File: config.mk
export PLATFORM = sky130hd
export DESIGN_NAME = toggle_arbiter
export DESIGN_NICKNAME = d
export VERILOG_FILES = /design/src/rtl/toggle_arbiter.sv
export SDC_FILE = /design/constraint.sdc
export NUM_CORES = 1
export LEC_CHECK = 0
export BUFFER_PORTS_ARGS = -buffer_cell sky130_fd_sc_hd__buf_2
export CAP_MARGIN = 25
export CORE_MARGIN = 4
export CORE_UTILIZATION = 47
export CTS_BUF_LIST = sky130_fd_sc_hd__clkbuf_2 sky130_fd_sc_hd__clkbuf_4 sky130_fd_sc_hd__clkbuf_8
export DETAILED_ROUTE_END_ITERATION = 8
export GPL_TIMING_DRIVEN = 0
export HOLD_SLACK_MARGIN = 0.12
export PLACE_DENSITY = 0.67
export SYNTH_ARGS = -nofsm -noshare
export SYNTH_HDL_FRONTEND = slang
export SYNTH_SLANG_ARGS = --single-unit
File: constraint.sdc
create_clock -name sysclk -period 1.3 [get_ports sysclk]
set_input_delay 0.065 -clock sysclk [delete_from_list [all_inputs] [get_ports sysclk]]
set_output_delay 0.065 -clock sysclk [all_outputs]
set_load 0.01 [all_outputs]
File: src/rtl/toggle_arbiter.sv
// -----------------------------------------------------------------------------
// toggle_arbiter
//
// Purpose:
//   Three raw push-buttons each request a toggle of one bit of a shared
//   3-bit register. Every button is synchronized and debounced. A debounced
//   rising edge raises a sticky pending request. A round-robin FSM
//   (IDLE -> GRANT -> COOL -> IDLE) serves one pending request at a time.
//   Leaving GRANT inverts the chosen bit of q.
//
// Ports:
//   sysclk  in   1  sole clock, rising edge
//   reset   in   1  asynchronous active-low reset
//   btn     in   3  raw asynchronous toggle requests, one per q bit
//   clr     in   1  synchronous clear: q, pending, grant and FSM to idle
//   q       out  3  shared toggle register (registered)
//   grant   out  3  one-hot grant, high only during the GRANT cycle (registered)
//   busy    out  1  FSM not in IDLE (registered)
//   led     out  4  {busy, q} (registered)
//
// Parameters:
//   DEB_CYCLES   consecutive disagreeing cycles before the debounced level
//                flips (2..255)
//   COOL_CYCLES  cycles spent in COOL after each grant (1..15)
// -----------------------------------------------------------------------------
module toggle_arbiter #(
    parameter int DEB_CYCLES  = 4,
    parameter int COOL_CYCLES = 2
) (
    input  logic       sysclk,
    input  logic       reset,
    input  logic [2:0] btn,
    input  logic       clr,
    output logic [2:0] q,
    output logic [2:0] grant,
    output logic       busy,
    output logic [3:0] led
);

    typedef enum logic [1:0] {
        IDLE  = 2'b00,
        GRANT = 2'b01,
        COOL  = 2'b10
    } state_t;

    localparam logic [7:0] DEB_LAST  = 8'(DEB_CYCLES - 1);
    localparam logic [3:0] COOL_LOAD = 4'(COOL_CYCLES - 1);

    // ------------------------------------------------------------------
    // Helper functions
    // ------------------------------------------------------------------

    // Next index modulo 3.
    function automatic logic [1:0] inc3(input logic [1:0] idx);
        logic [1:0] res;
        if (idx == 2'd2) begin
            res = 2'd0;
        end else begin
            res = idx + 2'd1;
        end
        return res;
    endfunction

    // One-hot decode of a bit index; out-of-range indices decode to zero.
    function automatic logic [2:0] onehot3(input logic [1:0] idx);
        logic [2:0] res;
        case (idx)
            2'd0:    res = 3'b001;
            2'd1:    res = 3'b010;
            2'd2:    res = 3'b100;
            default: res = 3'b000;
        endcase
        return res;
    endfunction

    // First requesting index found searching from ptr+1 (mod 3) onward.
    // Only called when at least one request is present.
    function automatic logic [1:0] rr_pick(input logic [2:0] req,
                                           input logic [1:0] ptr);
        logic [1:0] idx;
        logic [1:0] pick;
        logic       found;
        idx   = inc3(ptr);
        pick  = idx;
        found = 1'b0;
        for (int k = 0; k < 3; k++) begin
            if (!found && req[idx]) begin
                pick  = idx;
                found = 1'b1;
            end else begin
                found = found;
            end
            idx = inc3(idx);
        end
        return pick;
    endfunction

    // ------------------------------------------------------------------
    // Input conditioning state
    // ------------------------------------------------------------------
    logic [2:0] sync1_r;
    logic [2:0] sync2_r;
    logic [2:0] deb_r;
    logic [2:0] deb_d_r;
    logic [7:0] cnt_r [3];
    logic [2:0] rise_s;

    // FSM and datapath state
    state_t     state_r;
    logic [1:0] sel_r;
    logic [1:0] ptr_r;
    logic [2:0] pending_r;
    logic [3:0] cool_r;
    logic [2:0] q_r;
    logic [2:0] grant_r;
    logic       busy_r;
    logic [3:0] led_r;

    // FSM-only next values, before the clear override
    state_t     state_fsm_s;
    logic [1:0] sel_fsm_s;
    logic [1:0] ptr_fsm_s;
    logic [2:0] pending_fsm_s;
    logic [3:0] cool_fsm_s;
    logic [2:0] q_fsm_s;
    logic [2:0] grant_fsm_s;

    // Final next values
    state_t     state_nxt_s;
    logic [1:0] sel_nxt_s;
    logic [1:0] ptr_nxt_s;
    logic [2:0] pending_nxt_s;
    logic [3:0] cool_nxt_s;
    logic [2:0] q_nxt_s;
    logic [2:0] grant_nxt_s;
    logic       busy_nxt_s;

    // Two-flop synchronizer on the raw buttons.
    always_ff @(posedge sysclk or negedge reset) begin
        if (!reset) begin
            sync1_r <= 3'b000;
            sync2_r <= 3'b000;
        end else begin
            sync1_r <= btn;
            sync2_r <= sync1_r;
        end
    end

    // Per-bit debounce: count disagreeing edges and flip the debounced level
    // on the edge where the count has reached DEB_CYCLES-1.
    always_ff @(posedge sysclk or negedge reset) begin
        if (!reset) begin
            deb_r   <= 3'b000;
            deb_d_r <= 3'b000;
            for (int i = 0; i < 3; i++) begin
                cnt_r[i] <= 8'd0;
            end
        end else begin
            deb_d_r <= deb_r;
            for (int i = 0; i < 3; i++) begin
                if (sync2_r[i] != deb_r[i]) begin
                    if (cnt_r[i] == DEB_LAST) begin
                        deb_r[i] <= ~deb_r[i];
                        cnt_r[i] <= 8'd0;
                    end else begin
                        cnt_r[i] <= cnt_r[i] + 8'd1;
                    end
                end else begin
                    cnt_r[i] <= 8'd0;
                end
            end
        end
    end

    // A debounced 0->1 transition seen one edge later; falling edges are ignored.
    assign rise_s = deb_r & ~deb_d_r;

    // Arbitration FSM next-state and datapath logic.
    always_comb begin
        state_fsm_s   = state_r;
        sel_fsm_s     = sel_r;
        ptr_fsm_s     = ptr_r;
        pending_fsm_s = pending_r | rise_s;
        cool_fsm_s    = cool_r;
        q_fsm_s       = q_r;
        grant_fsm_s   = 3'b000;

        case (state_r)
            IDLE: begin
                if (|pending_r) begin
                    state_fsm_s = GRANT;
                    sel_fsm_s   = rr_pick(pending_r, ptr_r);
                    grant_fsm_s = onehot3(rr_pick(pending_r, ptr_r));
                end else begin
                    state_fsm_s = IDLE;
                end
            end
            GRANT: begin
                // A rise arriving on this same edge re-arms the request.
                q_fsm_s       = q_r ^ onehot3(sel_r);
                ptr_fsm_s     = sel_r;
                pending_fsm_s = (pending_r & ~onehot3(sel_r)) | rise_s;
                cool_fsm_s    = COOL_LOAD;
                state_fsm_s   = COOL;
            end
            COOL: begin
                if (cool_r == 4'd0) begin
                    state_fsm_s = IDLE;
                end else begin
                    cool_fsm_s = cool_r - 4'd1;
                end
            end
            default: begin
                state_fsm_s = IDLE;
            end
        endcase
    end

    // Clear override: wipes q, pending, grant and FSM; ptr and cool count kept.
    always_comb begin
        sel_nxt_s  = sel_fsm_s;
        cool_nxt_s = cool_fsm_s;
        if (clr) begin
            state_nxt_s   = IDLE;
            ptr_nxt_s     = ptr_r;
            pending_nxt_s = 3'b000;
            q_nxt_s       = 3'b000;
            grant_nxt_s   = 3'b000;
        end else begin
            state_nxt_s   = state_fsm_s;
            ptr_nxt_s     = ptr_fsm_s;
            pending_nxt_s = pending_fsm_s;
            q_nxt_s       = q_fsm_s;
            grant_nxt_s   = grant_fsm_s;
        end
        busy_nxt_s = (state_nxt_s != IDLE);
    end

    // FSM state, datapath and registered outputs.
    always_ff @(posedge sysclk or negedge reset) begin
        if (!reset) begin
            state_r   <= IDLE;
            sel_r     <= 2'd0;
            ptr_r     <= 2'd2;
            pending_r <= 3'b000;
            cool_r    <= 4'd0;
            q_r       <= 3'b000;
            grant_r   <= 3'b000;
            busy_r    <= 1'b0;
            led_r     <= 4'b0000;
        end else begin
            state_r   <= state_nxt_s;
            sel_r     <= sel_nxt_s;
            ptr_r     <= ptr_nxt_s;
            pending_r <= pending_nxt_s;
            cool_r    <= cool_nxt_s;
            q_r       <= q_nxt_s;
            grant_r   <= grant_nxt_s;
            busy_r    <= busy_nxt_s;
            led_r     <= {busy_nxt_s, q_nxt_s};
        end
    end

    assign q     = q_r;
    assign grant = grant_r;
    assign busy  = busy_r;
    assign led   = led_r;

endmodule

==> metrics.cfg, run 1 <==
[worst_hold_path]
hold_class=in -> async

[floorplanning]
dieArea_um2=6270
core_um2=4820
die_x_um=79.2
die_h_um=79.2
start_util=0.494
num_rows=25
ios=17

[setup_path]
critPathKind=reg -> reg
reg2reg_slack_ns=-0.14
cp_data_required_time_ns=1.54
cp_data_arrival_time_ns=1.68
path_delay_family=simple AND/OR/NAND/NOR gates
cpPeakStageDelay_ns=0.43
reg2reg_depth=4
crit_path_top_delay_cell=dfrtp_1
path_cells=nor3_2 > or3_4 > or3b_4 > nor2b_1
path_buf_inv=0
setup.worst_path.end_class=flip-flop
cp-start-kind=flip-flop
critPathMaxFanout=5
r2r-end=grant[2]
r2r_start=pending_r[1]

[clock_network]
htreeDepth=2
cts_buffer_depth=2
root_buffer=clkbuf_8
path_clk_slew_ns=0.10
numCtsBuffers=5
cts_tree=built
clkSinkCount=56
clk_latency_ns=0.31

[global_routing]
track_usage=0.152
grt_pass1_wl_mm=7.51
grt_max_degree=42
grt_pass1_vias=1714
grt_overflow=0
antenna_found_initial=0

[timing]
rsz0062_at_grt=yes
fin_skew_ns=0.0113
maxSlewHeadroom=0.664
setup_ws_ns=-0.137
min_period_ns=1.44
tightest_slew_ns=0.505
setup_viol=10
fmax_mhz=696
hold_viol=0
report.final.slew_viol_count=0
whs_ns=0.197
period_share=1.11

[drt]
num_vias=1602
first_pass_iters=4
wl_mm=4.30
drtIter0Drc=71
post-route-drc-count=0
vias_per_cell=4.91
wl_per_cell_um=13.2
drtAntennaViolNets=0

[synthesis]
synth_cell_type_count=32
synth_edf_count=0
synth_seq_area_share=0.589
ys_seq_elements=56
synth_cells=214
syn_area_um2=2380
syn_avg_cell_area_um2=11.1
yosys_most_used_dff=dfrtp_1
syn_nets=225
ys_warn_count=0
async_flop_share=1.00

[cells_and_area]
nets=269
syn_to_final_growth_pct=29.4
drive_gt1_frac=0.344
layout_common_cells=54 x dfrtp_1, 25 x nor2_1, 18 x buf_4
diodes=0
num-fill-cells=396
layout_commonest_cell=dfrtp_1

[pwr]
finalPower_uw=5820
pwr_density_cell_nw_per_um2=1890
p_leak_uw=0.00142
ir_drop_mv=1.30

[placed_design]
port_buffers=16
dp_hpwl_mm=2.59
place_congestion=0.826

[run_status]
violations=setup timing
status=finished, violations left

[flow_run]
max_cap_violations=0

-- what timing repair did --
| item | 4_1_cts | 5_1_grt |
|---|---|---|
| setup endpoints to repair | 31 | 35 |
| endpoints found under the hold margin | 60 | 0 |
| pin swaps | 6 | 17 |
| setup buffers | 14 | 2 |
| hold buffers | 5 | 0 |
| gates resized for setup | 14 | 38 |
-- metrics by stage --
step / TNS (ns) / area (um^2) / util / worst slack (ns) / std cells
global placement: -1.74 / 2570 / 0.533 / -0.162 / 297
detailed placement: -2.16 / 2590 / 0.537 / -0.179 / 298
CTS: -0.547 / 2910 / 0.603 / -0.162 / 325
finish: -0.431 / 3080 / 0.639 / -0.137 / 326
global route: -1.65 / 3080 / 0.639 / -0.196 / 326
floorplan: -0.183 / 2400 / - / -0.102 / 214
-- kinds of logic after synthesis --
kind of cell	after synthesis	synth area share
AO/OA/AOI/OAI	15	0.0384
XOR/XNOR	23	0.0846
adder cells (fa/ha/maj)	5	0.0263
buffers and inverters	12	0.0257
flip-flops	56	0.589
multiplexers	8	0.0368
AND/OR/NAND/NOR	95	0.199
-- metal layers --
metal / vias to the layer above / global-route usage / part of all wire
li1: 794 / - / -
met1: 779 / 0.182 / 0.45
met5: - / 0 / 0
met4: 0 / 0.0636 / 0.019
met2: 19 / 0.263 / 0.50
met3: 10 / 0.0317 / 0.025
-- area by class of cell --
cell class	count	area, um^2	area share
multi-input cells	146	1160	0.377
flip-flops and latches	56	1400	0.456
clock inverters	1	7.51	0.00244
plain buffers	5	33.8	0.0110
well taps	67	83.8	0.0272
repair buffers	38	278	0.0902
inverters	6	22.5	0.00731
clock buffers	7	90.1	0.0292
-- cells in the mapped netlist (all sizes together) (3+ instances only) --
library cell	n	area [um^2]
a21oi	7	35.0
nand2b	8	50.1
nor2	31	116
nand3	13	65.1
or3	3	18.8
inv	6	22.5
xnor2	10	87.6
and3	8	50.1
xor2	13	114
nor3	8	40.0
o21ai	3	15.0
buf	5	35.0
ha	5	62.6
mux2	6	67.6
nor2b	4	25.0
dfrtp	55	1380
nand2	11	41.3
-- where the power goes --
part | leakage (uW) | switching [uW] | internal [uW] | total (uW)
Combinational | 0.000641 | 1070 | 1190 | 2260
Clock | 0.0000479 | 536 | 455 | 991
Sequential | 0.000730 | 396 | 2170 | 2570
Total | 0.00142 | 2010 | 3810 | 5820
-- flip-flops by register name (all words and copies together), names as in the netlist, 3 cells and up --
name,count
deb_d_r,3
pending_r,3
grant,3
cnt_r,24
sync2_r,3
led,3
cool_r,4
deb_r,3
sync1_r,3
-- worst max-delay path by stage --
stage                      start       end  slack [ns]  depth (start not counted)
finish              pending_r[1]  grant[2]       -0.14                          4
global route        pending_r[1]  grant[2]       -0.20                          4
CTS                 pending_r[1]  grant[2]       -0.16                          5
detailed placement  pending_r[1]  grant[2]       -0.18                          5
global placement    pending_r[1]  grant[2]       -0.16                          5
floorplan             state_r[1]  grant[2]       -0.10                          4
No activity file was read; power rests on OpenSTA's default activity.
==> run 2, diff against run 1 <==
- CELL_PAD_IN_SITES_DETAIL_PLACEMENT: default -> 1
- CELL_PAD_IN_SITES_GLOBAL_PLACEMENT: default -> 2
- CORE_UTILIZATION: 47 -> 37
- PLACE_DENSITY: 0.67 -> 0.77
==> metrics.cfg, run 2 (synthesis results as in run 1) <==
[run_status]
status=finished, violations left  ; unchanged
violations=setup timing  ; unchanged

[cells_and_area]
layout_common_cells=54 x dfrtp_1, 29 x nor2_1, 24 x buf_4  ; was 54 x dfrtp_1, 25 x nor2_1, 18 x buf_4
final_cells=340  ; was 326
final_util=0.515  ; was 0.639
top_regs=cnt_r (24), cool_r (4)  ; unchanged
layout_commonest_cell=dfrtp_1  ; unchanged
syn_to_final_growth_pct=31.9  ; was 29.4%
multi_input_area_um2=1150  ; was 1160 um^2
diodes=0  ; unchanged
num-fill-cells=653  ; was 396
nets=275  ; was 269
largest-register=cnt_r  ; unchanged
register_area_um2=1400  ; unchanged
largest_reg_flops=24  ; unchanged
drive_gt1_frac=0.347  ; was 0.344

[clock_network]
htreeDepth=2  ; unchanged
cts_buffer_depth=2  ; unchanged
root_buffer=clkbuf_8  ; unchanged
numCtsBuffers=5  ; unchanged
cts_tree=built  ; unchanged
path_clk_slew_ns=0.10  ; about the same
clk_latency_ns=0.32  ; was 0.31 ns
clkSinkCount=56  ; unchanged

[timing]
whs_ns=0.247  ; was 0.197 ns
report.final.slew_viol_count=0  ; unchanged
fin_skew_ns=0.00762  ; was 0.0113 ns
min_period_ns=1.51  ; was 1.44 ns
hold_viol=0  ; unchanged
maxSlewHeadroom=0.637  ; was 0.664
fmax_mhz=664  ; was 696 MHz
rsz0062_at_grt=yes  ; unchanged
tightest_slew_ns=0.545  ; was 0.505 ns
period_share=1.16  ; was 1.11
setup_ws_ns=-0.207  ; was -0.137 ns
setup_viol=6  ; was 10

[drt]
first_pass_iters=3  ; was 4
drtIter0Drc=18  ; was 71
wl_per_cell_um=14.4  ; was 13.2 um
vias_per_cell=4.84  ; was 4.91
num_vias=1647  ; was 1,602
drtAntennaViolNets=0  ; unchanged
wl_mm=4.89  ; was 4.30 mm
post-route-drc-count=0  ; unchanged

[floorplanning]
die_h_um=88.2  ; was 79.2 um
ios=17  ; unchanged
start_util=0.391  ; was 0.494
dieArea_um2=7780  ; was 6270 um^2
num_rows=28  ; was 25
core_um2=6100  ; was 4820 um^2
die_x_um=88.2  ; was 79.2 um

[setup_path]
critPathKind=reg -> reg  ; unchanged
critPathMaxFanout=3  ; was 5
cpPeakStageDelay_ns=0.42  ; was 0.43 ns
path_buf_inv=1  ; was 0
setup.worst_path.end_class=flip-flop  ; unchanged
path_cells=buf_6 > o21bai_4 > a32oi_2 > or3b_1 > nor2b_1  ; was nor3_2 > or3_4 > or3b_4 > nor2b_1
reg2reg_depth=5  ; was 4
cp-start-kind=flip-flop  ; unchanged
cp_data_required_time_ns=1.56  ; was 1.54 ns
cp.depth=5  ; was 4
cp_data_arrival_time_ns=1.76  ; was 1.68 ns
path_delay_family=simple AND/OR/NAND/NOR gates  ; unchanged
crit_path_top_delay_cell=dfrtp_1  ; unchanged

[global_routing]
track_usage=0.136  ; was 0.152
grt_overflow=0  ; unchanged
grt_max_degree=36  ; was 42
antenna_found_initial=0  ; unchanged
grt_pass1_vias=1723  ; was 1,714
grt_pass1_wl_mm=8.17  ; was 7.51 mm

[placed_design]
port_buffers=16  ; unchanged
pre_cts_ws_ns=-0.188  ; was -0.179 ns
place_congestion=0.720  ; was 0.826
dp_hpwl_mm=2.86  ; was 2.59 mm
placedCellCount=306  ; was 298

[pwr]
p_leak_uw=0.00146  ; was 0.00142 uW
ir_drop_mv=1.10  ; was 1.30 mV
pwr_density_cell_nw_per_um2=1950  ; was 1890 nW/um^2

[flow_run]
max_cap_violations=0  ; unchanged

[worst_hold_path]
hold_class=in -> async  ; unchanged

==> run 2: changes by cell type in the layout (fill, tap and decap cells not counted), moves of 2 or more <==
cell,change
buf_4,+6
ha_2,-2
nor2_1,+4
nor2_4,-4
==> run 2: per-stage QoR <==
stage	TNS (ns)	total power, uW	cell area, um^2
global route	-1.20	6590	3140
global placement	-3.11	4080	2580
floorplan	-0.183	3640	2400
finish	-0.568	6140	3140
detailed placement	-3.21	4140	2600
CTS	-0.410	5790	2980
==> run 2: worst reg2reg max path, delay by kind of cell, from the launching register on <==
family,cells,cell delay [ns]
AO/OA/AOI/OAI,2,0.39
buffers and inverters,1,0.13
flip-flops,1,0.42
AND/OR/NAND/NOR,2,0.50
==> run 2: path summary, 6_finish.rpt <==
path,start,slack (ns),to
max in group asynchronous,reset,0.43,ptr_r[1]
hold / removal,reset,0.25,cnt_r[22]
hold reg to reg,sync1_r[0],0.36,sync2_r[0]
setup reg to reg,pending_r[1],-0.21,grant[2]
setup / recovery,pending_r[1],-0.21,grant[2]
min in group sysclk,sync1_r[0],0.36,sync2_r[0]
==> run 2: final cells by class <==
cell class                 count  area share
tap                           75      0.0299
sequential                    56       0.447
clock buffer                   6      0.0243
inverter                       6     0.00717
buffer                         5      0.0108
multi-input combinational    146       0.367
timing repair buffer          44       0.103
clock inverter                 2      0.0112
==> run 2: power breakdown <==
part / total (uW) / switching, uW / internal [uW]
sequential: 2550 / 381 / 2170
clock: 1180 / 583 / 594
combinational: 2410 / 1130 / 1280
total: 6140 / 2100 / 4040
==> run 2: routing by layer <==
metal | track usage | part of all wire
met1 | 0.179 | 0.46
met3 | 0.0279 | 0.026
met4 | 0.0618 | 0.018
met5 | 0 | 0
met2 | 0.218 | 0.50
==> run 2: timing repair <==
action | in CTS | in global routing
endpoints found under the hold margin | 26 | 0
hold buffers | 5 | 0
endpoints found under the setup margin | 38 | 23
setup buffers | 17 | 5
resized for setup | 20 | 28
pin swaps | 9 | 12
